$ cat config.mk
export PLATFORM = sky130hd
export DESIGN_NAME = rvb_arbiter
export DESIGN_NICKNAME = d
export VERILOG_FILES = /design/src/rtl/rvb_arbiter.sv
export SDC_FILE = /design/constraint.sdc
export NUM_CORES = 1
export LEC_CHECK = 0
export CAP_MARGIN = 20
export CELL_PAD_IN_SITES_DETAIL_PLACEMENT = 0
export CELL_PAD_IN_SITES_GLOBAL_PLACEMENT = 2
export CORE_AREA = 4 4 312 314
export CTS_BUF_LIST = sky130_fd_sc_hd__clkbuf_8
export CTS_CLUSTER_SIZE = 30
export DETAILED_ROUTE_END_ITERATION = 12
export DIE_AREA = 0 0 316 318
export GPL_TIMING_DRIVEN = 1
export PLACE_DENSITY = 0.53
export SYNTH_ARGS = -nofsm -noshare
export SYNTH_HDL_FRONTEND = slang
export SYNTH_SLANG_ARGS = --single-unit
$ cat constraint.sdc
create_clock -name clock -period 5.35 [get_ports clock]
set_input_delay 1.3375 -clock clock [delete_from_list [all_inputs] [get_ports clock]]
set_output_delay 1.3375 -clock clock [all_outputs]
set_load 0.05 [all_outputs]
$ cat src/rtl/rvb_arbiter.sv
// Two-requester front-end for a shared combinational bitmanip unit. It grants at most one
// request per cycle and holds each requester's result in a one-entry response buffer.
module rvb_arbiter #(
   parameter int XLEN       = 64,
   parameter bit FIXED_PRIO = 1'b0
) (
   input  logic            clock,
   input  logic            reset,
   input  logic            req0_valid,
   output logic            req0_ready,
   input  logic [XLEN-1:0] req0_rs1,
   input  logic [XLEN-1:0] req0_rs2,
   input  logic [XLEN-1:0] req0_rs3,
   input  logic [8:0]      req0_insn,
   input  logic            req1_valid,
   output logic            req1_ready,
   input  logic [XLEN-1:0] req1_rs1,
   input  logic [XLEN-1:0] req1_rs2,
   input  logic [XLEN-1:0] req1_rs3,
   input  logic [8:0]      req1_insn,
   output logic            rsp0_valid,
   input  logic            rsp0_ready,
   output logic [XLEN-1:0] rsp0_rd,
   output logic            rsp1_valid,
   input  logic            rsp1_ready,
   output logic [XLEN-1:0] rsp1_rd,
   output logic            unit_valid,
   output logic [XLEN-1:0] unit_rs1,
   output logic [XLEN-1:0] unit_rs2,
   output logic [XLEN-1:0] unit_rs3,
   output logic [8:0]      unit_insn,
   input  logic [XLEN-1:0] unit_rd
);

   logic            full0_q, full0_d;
   logic            full1_q, full1_d;
   logic [XLEN-1:0] rd0_q, rd0_d;
   logic [XLEN-1:0] rd1_q, rd1_d;
   logic            prio_q, prio_d;
   logic            elig0, elig1;
   logic            grant0, grant1;

   // A full buffer whose consumer takes the result this cycle can be refilled at once.
   always_comb begin
      elig0  = req0_valid && (!full0_q || rsp0_ready);
      elig1  = req1_valid && (!full1_q || rsp1_ready);
      grant0 = 1'b0;
      grant1 = 1'b0;
      if (elig0 && elig1) begin
         if (FIXED_PRIO || !prio_q) grant0 = 1'b1;
         else                       grant1 = 1'b1;
      end else begin
         grant0 = elig0;
         grant1 = elig1;
      end
   end

   always_comb begin
      unit_valid = grant0 || grant1;
      unit_rs1   = '0;
      unit_rs2   = '0;
      unit_rs3   = '0;
      unit_insn  = '0;
      if (grant0) begin
         unit_rs1  = req0_rs1;
         unit_rs2  = req0_rs2;
         unit_rs3  = req0_rs3;
         unit_insn = req0_insn;
      end else if (grant1) begin
         unit_rs1  = req1_rs1;
         unit_rs2  = req1_rs2;
         unit_rs3  = req1_rs3;
         unit_insn = req1_insn;
      end
   end

   always_comb begin
      full0_d = full0_q;
      full1_d = full1_q;
      rd0_d   = rd0_q;
      rd1_d   = rd1_q;
      prio_d  = prio_q;
      if (grant0) begin
         full0_d = 1'b1;
         rd0_d   = unit_rd;
      end else if (rsp0_ready) begin
         full0_d = 1'b0;
      end
      if (grant1) begin
         full1_d = 1'b1;
         rd1_d   = unit_rd;
      end else if (rsp1_ready) begin
         full1_d = 1'b0;
      end
      if (grant0)      prio_d = 1'b1;
      else if (grant1) prio_d = 1'b0;
   end

   always_ff @(posedge clock or posedge reset) begin
      if (reset) begin
         full0_q <= 1'b0;
         full1_q <= 1'b0;
         rd0_q   <= '0;
         rd1_q   <= '0;
         prio_q  <= 1'b0;
      end else begin
         full0_q <= full0_d;
         full1_q <= full1_d;
         rd0_q   <= rd0_d;
         rd1_q   <= rd1_d;
         prio_q  <= prio_d;
      end
   end

   assign req0_ready = grant0;
   assign req1_ready = grant1;
   assign rsp0_valid = full0_q;
   assign rsp1_valid = full1_q;
   assign rsp0_rd    = rd0_q;
   assign rsp1_rd    = rd1_q;

endmodule

== Word-level counts from Yosys, hierarchy flattened ==
Index checks and enable logic that the tools add are counted.

* Input bits: 472
* Memories kept: 0
* Bits in writable memories: 0
* Output and inout port bits: 334
* Bits in latches: 0
* Bits in registers: 131
* Logic and storage cells: 34
* Bits in read-only memories: 0

* Magnitude comparators: 0
* Shifts and indexed selects: 0
* Add/subtract/negate cells: 0
* Divide/modulo/power cells: 0
* Bitwise gates (word level): 0
* Muxes and demuxes: 18
* Reduce and logical (&&, ||, !) cells: 11
* Equality and inequality tests: 0
* Multipliers: 0

{| class="wikitable"
|+ Operators with widths
! kind !! count
|-
| $mux 64 || 6
|-
| $mux 9 || 2
|-
| $mux 1 || 10
|-
| $reduce_bool 2->1 || 3
|-
| $logic_and 1x1->1 || 3
|-
| $logic_or 1x1->1 || 3
|-
| $logic_not 1->1 || 2
|}

== Logic depth before layout (Yosys ltp) ==
Gate-level depths: netlist of run 1.

* Word-level depth: 7
* Depth in mapped cells: 6
* Depth with buffers taken out: 4

== Worst setup path after synthesis of run 1 ==
No wires, ideal clock.

* Path kind: in2out
* Start: input rsp0_ready
* End: output unit_rs1[53]
* Data arrival time: 3.104 ns
* Path slack: 0.908 ns
* Path buffers: 2
* Cell stages on the path: 6
* Data required time: 4.013 ns
* Cell sequence: nor2b_2 > o311ai_4 > inv_2 > buf_2 > buf_1 > a22o_1

* Longest elaborated chain between the ends: 6
* Elaborated cells on any way between the ends: 7
* Those cells by class: mux (4); reduce/logical (3)

{| class="wikitable"
|+ Ends and longest elaborated chain
! item !! RTL line !! source
|-
| start, declared || 22 || <nowiki>input logic rsp0_ready,</nowiki>
|-
| $logic_or 1x1->1 || 45 || <nowiki>elig0 = req0_valid && (!full0_q || rsp0_ready);</nowiki>
|-
| $logic_and 1x1->1 || 45 ||
|-
| $logic_and 1x1->1 || 49 || <nowiki>if (elig0 && elig1) begin</nowiki>
|-
| $mux 1 || 49 ||
|-
| named net req1_ready || 16 || <nowiki>output logic req1_ready,</nowiki>
|-
| $mux 64 || 69 || <nowiki>end else if (grant1) begin</nowiki>
|-
| $mux 64 || 64 || <nowiki>if (grant0) begin</nowiki>
|-
| end, declared || 28 || <nowiki>output logic [XLEN-1:0] unit_rs1,</nowiki>
|}

The timed path passes the listed nets, and every way through them passes these cells.

== Worst setup path after layout of run 1 ==
* Start: input rsp1_ready
* End: output unit_rs3[51]

* Longest elaborated chain between the ends: 6
* Elaborated cells on any way between the ends: 7
* Those cells by class: mux (4); reduce/logical (3)

{| class="wikitable"
|+ Ends and longest elaborated chain
! item !! RTL line !! source
|-
| start, declared || 25 || <nowiki>input logic rsp1_ready,</nowiki>
|-
| $logic_or 1x1->1 * || 46 || <nowiki>elig1 = req1_valid && (!full1_q || rsp1_ready);</nowiki>
|-
| $logic_and 1x1->1 * || 46 ||
|-
| $logic_and 1x1->1 || 49 ||
|-
| $mux 1 || 49 ||
|-
| $mux 64 || 69 ||
|-
| $mux 64 * || 64 ||
|-
| end, declared || 30 || <nowiki>output logic [XLEN-1:0] unit_rs3,</nowiki>
|}

Every way passes the cells marked *; elsewhere a longest branch is shown, timed or not.

==> flow_metrics.tcl, run 1 <==
set metrics [dict create \
    async_flop_share 1.000 \
    ys_types 18 \
    p_clk_frac 0.147 \
    p_switching_uw 3062 \
    critical_path.cell_chain "clkdlybuf4s50_1 > nand2b_4 > a311oi_4 > buf_12 > buf_12 > a22o_1 > buf_12" \
    p_total_uw 6546 \
    num_vias 8271 \
    p_int_uw 3484 \
    skew_ps 11.94 \
    cts_resized 0 \
    run_status "completed" \
    pwr-share-seq 0.206 \
    ys.warnings.count 0 \
    cts_tree "done" \
    worstMarginPinSlew_ps 895.8 \
    grt_max_degree 92 \
    worstSkewPairLatency_ps 530 \
    finalInstanceArea_um2 18950 \
    synth_area_um2 6874 \
    cts_buffers 17 \
    die_h_um 318 \
    synth.most_common_cell "a22o_1" \
    crit_fanout 42 \
    clk_path_buf_depth 2 \
    fin_setup_tns_ps 0 \
    crit_buf_inv 4 \
    ir_worst_vdd_uv 195.7 \
    synth_edf_count 0 \
    io_buffers 805 \
    clock-root-buffer "clkbuf_8" \
    grt.total_usage 0.1155 \
    syn_avg_cell_area_um2 12.95 \
    p_per_area_nw_per_um2 345.5 \
    grt-ovfl-total 0 \
    cp_top_family "buffers and inverters" \
    grt_setup_unrepaired "false" \
    drtPass1Iterations 4 \
    drtIter0Drc 301 \
    postCtsHoldBufs 0 \
    syn2layout_area_growth_pct 175.6 \
    synth_commonest_cells "a22o_1, dfrtp_1, mux2_2" \
    finalHoldViolations 0 \
    fin_crit_ps 4875 \
    grt_pass1_vias 9003 \
    synth_top_area_frac 0.4769 \
    fmax_mhz 205.1 \
    cpPeakStageDelay_ps 440 \
    std_cell_rows 113 \
    fin_nets 1788 \
    drt-vias-per-instance 3.184 \
    cts_sinks 131 \
    synth_seq_cells 131 \
    crit_arrival_ps 3540 \
    drc 0 \
    worstPathRequired_ps 4010 \
    io-pin-count 806 \
    netlist_instances 531 \
    slew_viol_final 0 \
    synth_nets 1003 \
    fillers 10210 \
    core_area_um2 94590 \
    finalCritPeriodShare 0.9112 \
    yosys.area.top_type "dfrtp_1" \
    slowest_stage "clkdlybuf4s50_1" \
    cp-end-kind "output port" \
    slew_headroom 0.4028 \
    drv_cap 0 \
    place.gp.congestion 0.8771 \
    ys_seq_area_frac 0.4769 \
    p_sw_frac 0.4678 \
    synth.area.top_cells "dfrtp_1, a22o_1, mux2_2" \
    routedWlPerCell_um 23.31 \
    grt_pass1_wl_mm 79.72 \
    p_comb_frac 0.647 \
    start_kind "primary input" \
    crit_top_cell "buf_12" \
    final_antenna_net_count 0 \
    htree_levels 4 \
    drive_above_1_share 0.2724 \
    critical_path_class "primary input to output port" \
    finalSetupViolations 0 \
    dieWidth_um 316 \
    start_util 0.07267 \
    dieArea_um2 100500 \
    min_path_type "register to register" \
    dp_hpwl_mm 50.92 \
    clk_pin_slew_ps 80 \
    cts_setup_buffers 0 \
    utilization 0.2003 \
    synth_flop_cell "dfrtp_1" \
    totalWireLength_mm 60.56 \
    place_area_um2 18520 \
    antenna_found_initial 13 \
    power_leakage_uw 0.007353 \
]
==> cell type report <==
type	count	area (um^2)	share of cell area
well taps	1265	1583	0.08353
repair buffers	824	10320	0.5446
clock inverters	14	175.2	0.009245
inverters	3	23.77	0.001255
multi-input cells	339	3311	0.1747
clock buffers	18	247.7	0.01307
flip-flops and latches	131	3278	0.1730
diodes	4	10.01	0.0005283
==> per-layer routing <==
layer	track usage	routed length, um	vias to the layer above
met4	0.03627	1580	18
met5	0	110	-
met3	0.04767	6341	63
met2	0.2031	30450	494
li1	-	-	3682
met1	0.1258	22070	4014
==> power by group through the flow <==
stage	Clock [uW]	Sequential, uW	Combinational, uW
2_1_floorplan	0	2170	1310
3_5_place_dp	0	1370	4290
3_3_place_gp	0	1360	4300
6_report	964	1350	4230
4_1_cts	1040	1350	4310
5_1_grt	1060	1380	4380
==> per-stage QoR <==
stage | std cells | hold WS, ps | setup slack [ps]
6_report | 2598 | 492.1 | 475.3
5_1_grt | 2595 | 510.9 | 398.3
4_1_cts | 2594 | 499.8 | 454.5
3_5_place_dp | 2562 | 474.0 | 488.3
3_3_place_gp | 2562 | 468.5 | 458.0
2_1_floorplan | 531 | 595.9 | 514.8
==> cells in the final DEF (no fill, tap or decap) <==
| cell type | n |
|---|---|
| a22o_1 | 201 |
| a311oi_4 | 1 |
| buf_12 | 210 |
| buf_4 | 12 |
| bufinv_16 | 3 |
| clkbuf_8 | 18 |
| clkdlybuf4s50_1 | 602 |
| clkinv_2 | 2 |
| clkinv_4 | 2 |
| clkinvlp_4 | 1 |
| dfrtp_1 | 131 |
| diode_2 | 4 |
| inv_1 | 2 |
| inv_6 | 5 |
| inv_8 | 2 |
| mux2_1 | 27 |
| mux2_2 | 102 |
| nand2_1 | 2 |
| nand2b_4 | 1 |
| nor2_1 | 1 |
| nor2b_2 | 1 |
| o21ai_0 | 1 |
| o311ai_4 | 1 |
| or2_2 | 1 |
==> registers in the layout (all words and copies together) (netlist names) <==
name	flops
rsp0_rd	64
rsp1_rd	64
prio_q	1
rsp0_valid	1
rsp1_valid	1
==> worst register-to-register path, cell delays in order (launching register included) <==
cell	delay [ps]
dfrtp_1	380
nor2b_2	200
a311oi_4	400
buf_12	280
buf_4	690
mux2_2	450
==> logic make-up (layout without fill, tap and decap cells) <==
| family | Yosys count | after routing | share of synthesized area |
|---|---|---|---|
| and+or+nand+nor | 6 | 6 | 0.005825 |
| muxes | 129 | 129 | 0.2113 |
| AOI/OAI and AO/OA | 204 | 204 | 0.2628 |
| DFF | 131 | 131 | 0.4769 |
| other | 0 | 4 | 0 |
| buffers and inverters | 61 | 859 | 0.04314 |
==> path summary, 6_finish.rpt <==
check                             from      endpoint  slack (ps)  cells past startpoint
hold / removal             rsp0_rd[23]   rsp0_rd[23]         490                      1
min in group asynchronous        reset   rsp1_rd[24]        1360                      2
hold reg to reg            rsp0_rd[23]   rsp0_rd[23]         490                      1
setup / recovery            rsp1_ready  unit_rs3[51]         480                      7
setup reg to reg            rsp0_valid   rsp0_rd[29]        2830                      5
max in group asynchronous        reset   rsp1_rd[14]        3060                      3
Note: power is estimated with default switching activity, not from simulation.
==> inputs of run 2 (changes only) <==
==> config.mk (replaced) <==
export PLATFORM = sky130hd
export DESIGN_NAME = rvb_arbiter
export DESIGN_NICKNAME = d
export VERILOG_FILES = /design/src/rtl/rvb_arbiter.sv
export SDC_FILE = /design/constraint.sdc
export NUM_CORES = 1
export LEC_CHECK = 0
export CAP_MARGIN = 20
export CORE_AREA = 4 4 315 317
export CTS_BUF_LIST = sky130_fd_sc_hd__clkbuf_8
export CTS_CLUSTER_SIZE = 30
export DETAILED_ROUTE_END_ITERATION = 12
export DIE_AREA = 0 0 319 321
export GPL_TIMING_DRIVEN = 1
export PLACE_DENSITY = 0.35
export SYNTH_ARGS = -nofsm -noshare
export SYNTH_HDL_FRONTEND = slang
export SYNTH_SLANG_ARGS = --single-unit
==> flow_metrics.tcl, run 2 (synthesis gave the netlist of run 1 again) <==
set metrics [dict create \
    fin_nets 1793 \
    finalHoldViolations 0 \
    fillers 10490 \
    worstPathRequired_ps 4010 \
    layout_commonest_cell "clkdlybuf4s50_1" \
    place.gp.congestion 0.9286 \
    startpoint "rsp0_ready" \
    num_vias 8436 \
    p_comb_frac 0.668 \
    p_total_uw 6430 \
    p_per_area_nw_per_um2 339.4 \
    dieWidth_um 319 \
    holdWs_ps 490.0 \
    multi_input_area_um2 3311 \
    worstSkewPairLatency_ps 530 \
    grt-ovfl-total 0 \
    p_int_uw 3338 \
    endpoint "unit_rs2[54]" \
    p_sw_frac 0.4809 \
    grt_pass1_wl_mm 95.11 \
    fmax_mhz 195.4 \
    worstMarginPinSlew_ps 752.0 \
    cts_setup_buffers 0 \
    drive_above_1_share 0.2753 \
    cpPeakStageDelay_ps 440 \
    power_leakage_uw 0.007339 \
    cts_tree "done" \
    io_buffers 805 \
    io-pin-count 806 \
    layout_common_cells "clkdlybuf4s50_1, buf_12, a22o_1" \
    pwr-share-seq 0.209 \
    cts_sinks 131 \
    r2r_slack_ps 2390 \
    start_util 0.07140 \
    critical_path.cell_chain "clkdlybuf4s50_1 > nor2b_2 > o311ai_4 > inv_8 > buf_4 > a22o_1 > buf_12" \
    drv_cap 0 \
    grt_setup_unrepaired "false" \
    p_switching_uw 3092 \
    drtPass1Iterations 4 \
    std_cell_rows 114 \
    run_status "completed" \
    skew_ps 19.98 \
    fin_crit_ps 5118 \
    postCtsHoldBufs 0 \
    reg2reg_from "rsp0_valid" \
    min_path_type "register to register" \
    cts_buffers 17 \
    die_h_um 321 \
    fin_setup_tns_ps 0 \
    cp-end-kind "output port" \
    core_area_um2 96280 \
    antenna_found_initial 27 \
    register_area_um2 3278 \
    drc 0 \
    slowest_stage "a22o_1" \
    p_clk_frac 0.122 \
    start_kind "primary input" \
    crit_fanout 45 \
    slew_viol_final 0 \
    crit_arrival_ps 3780 \
    grt.total_usage 0.1397 \
    grt_max_degree 73 \
    critical_path_class "primary input to output port" \
    finalCritPeriodShare 0.9567 \
    slew_headroom 0.4971 \
    ir_worst_vdd_uv 205.8 \
    grt_pass1_vias 9400 \
    drt-vias-per-instance 3.216 \
    dp_hpwl_mm 65.04 \
    dieArea_um2 102400 \
    drtIter0Drc 408 \
    clk_pin_slew_ps 80 \
    rr_worst_depth 6 \
    totalWireLength_mm 74.45 \
    r2r-end "rsp0_rd[34]" \
    finalSetupViolations 0 \
    syn2layout_area_growth_pct 175.6 \
    routedWlPerCell_um 28.38 \
    clock-root-buffer "clkbuf_8" \
    final_antenna_net_count 0 \
    cts_resized 0 \
    htree_levels 4 \
    clk_path_buf_depth 2 \
]
==> run 2: cell type report <==
cell class	instances	share of cell area
tap	1276	0.08427
multi-input combinational	339	0.1747
antenna	14	0.001849
clock inverter	13	0.004557
clock buffer	18	0.01308
timing repair buffer	829	0.5472
inverter	3	0.001255
sequential	131	0.1730
==> run 2: power by group through the flow <==
stage	registers, uW	clock network, uW	logic, uW
detailed placement	1370	0	4360
floorplan	2170	0	1310
finish	1350	787	4300
CTS	1350	866	4380
global route	1380	883	4450
global placement	1350	0	4370
==> run 2: worst max-delay path: cells and delay by family <==
kind	cells	cell delay, ps
and+or+nand+nor	1	390
buffers and inverters	4	1310
AOI/OAI and AO/OA	2	620
==> run 2: layer usage <==
metal,global-route usage,share of wire,vias to the layer above
li1,-,-,3698
met1,0.1540,0.37,4111
met2,0.2532,0.51,566
met3,0.05329,0.10,61
met4,0.03398,0.023,0
met5,0,0,-
==> run 2: worst min path at each step <==
stage | cells after the start | slack, ps | to | from
after floorplan | 1 | 600 | prio_q | prio_q
after global placement | 1 | 470 | rsp0_rd[6] | rsp0_rd[6]
after detailed placement | 1 | 470 | rsp0_rd[23] | rsp0_rd[23]
after CTS | 1 | 500 | rsp0_rd[0] | rsp0_rd[0]
after global routing | 1 | 510 | rsp0_rd[20] | rsp0_rd[20]
final | 1 | 490 | rsp0_rd[9] | rsp0_rd[9]
==> run 2: stage by stage <==
step / utilization / std cells / worst slack (ps) / area, um^2
after detailed placement: 0.1929 / 2578 / 152.9 / 18580
after CTS: 0.1964 / 2609 / 129.4 / 18910
after global placement: 0.1929 / 2578 / 97.65 / 18580
final: 0.1968 / 2623 / 231.6 / 18950
after floorplan: - / 531 / 514.8 / 6874
after global routing: 0.1965 / 2612 / 167.3 / 18920
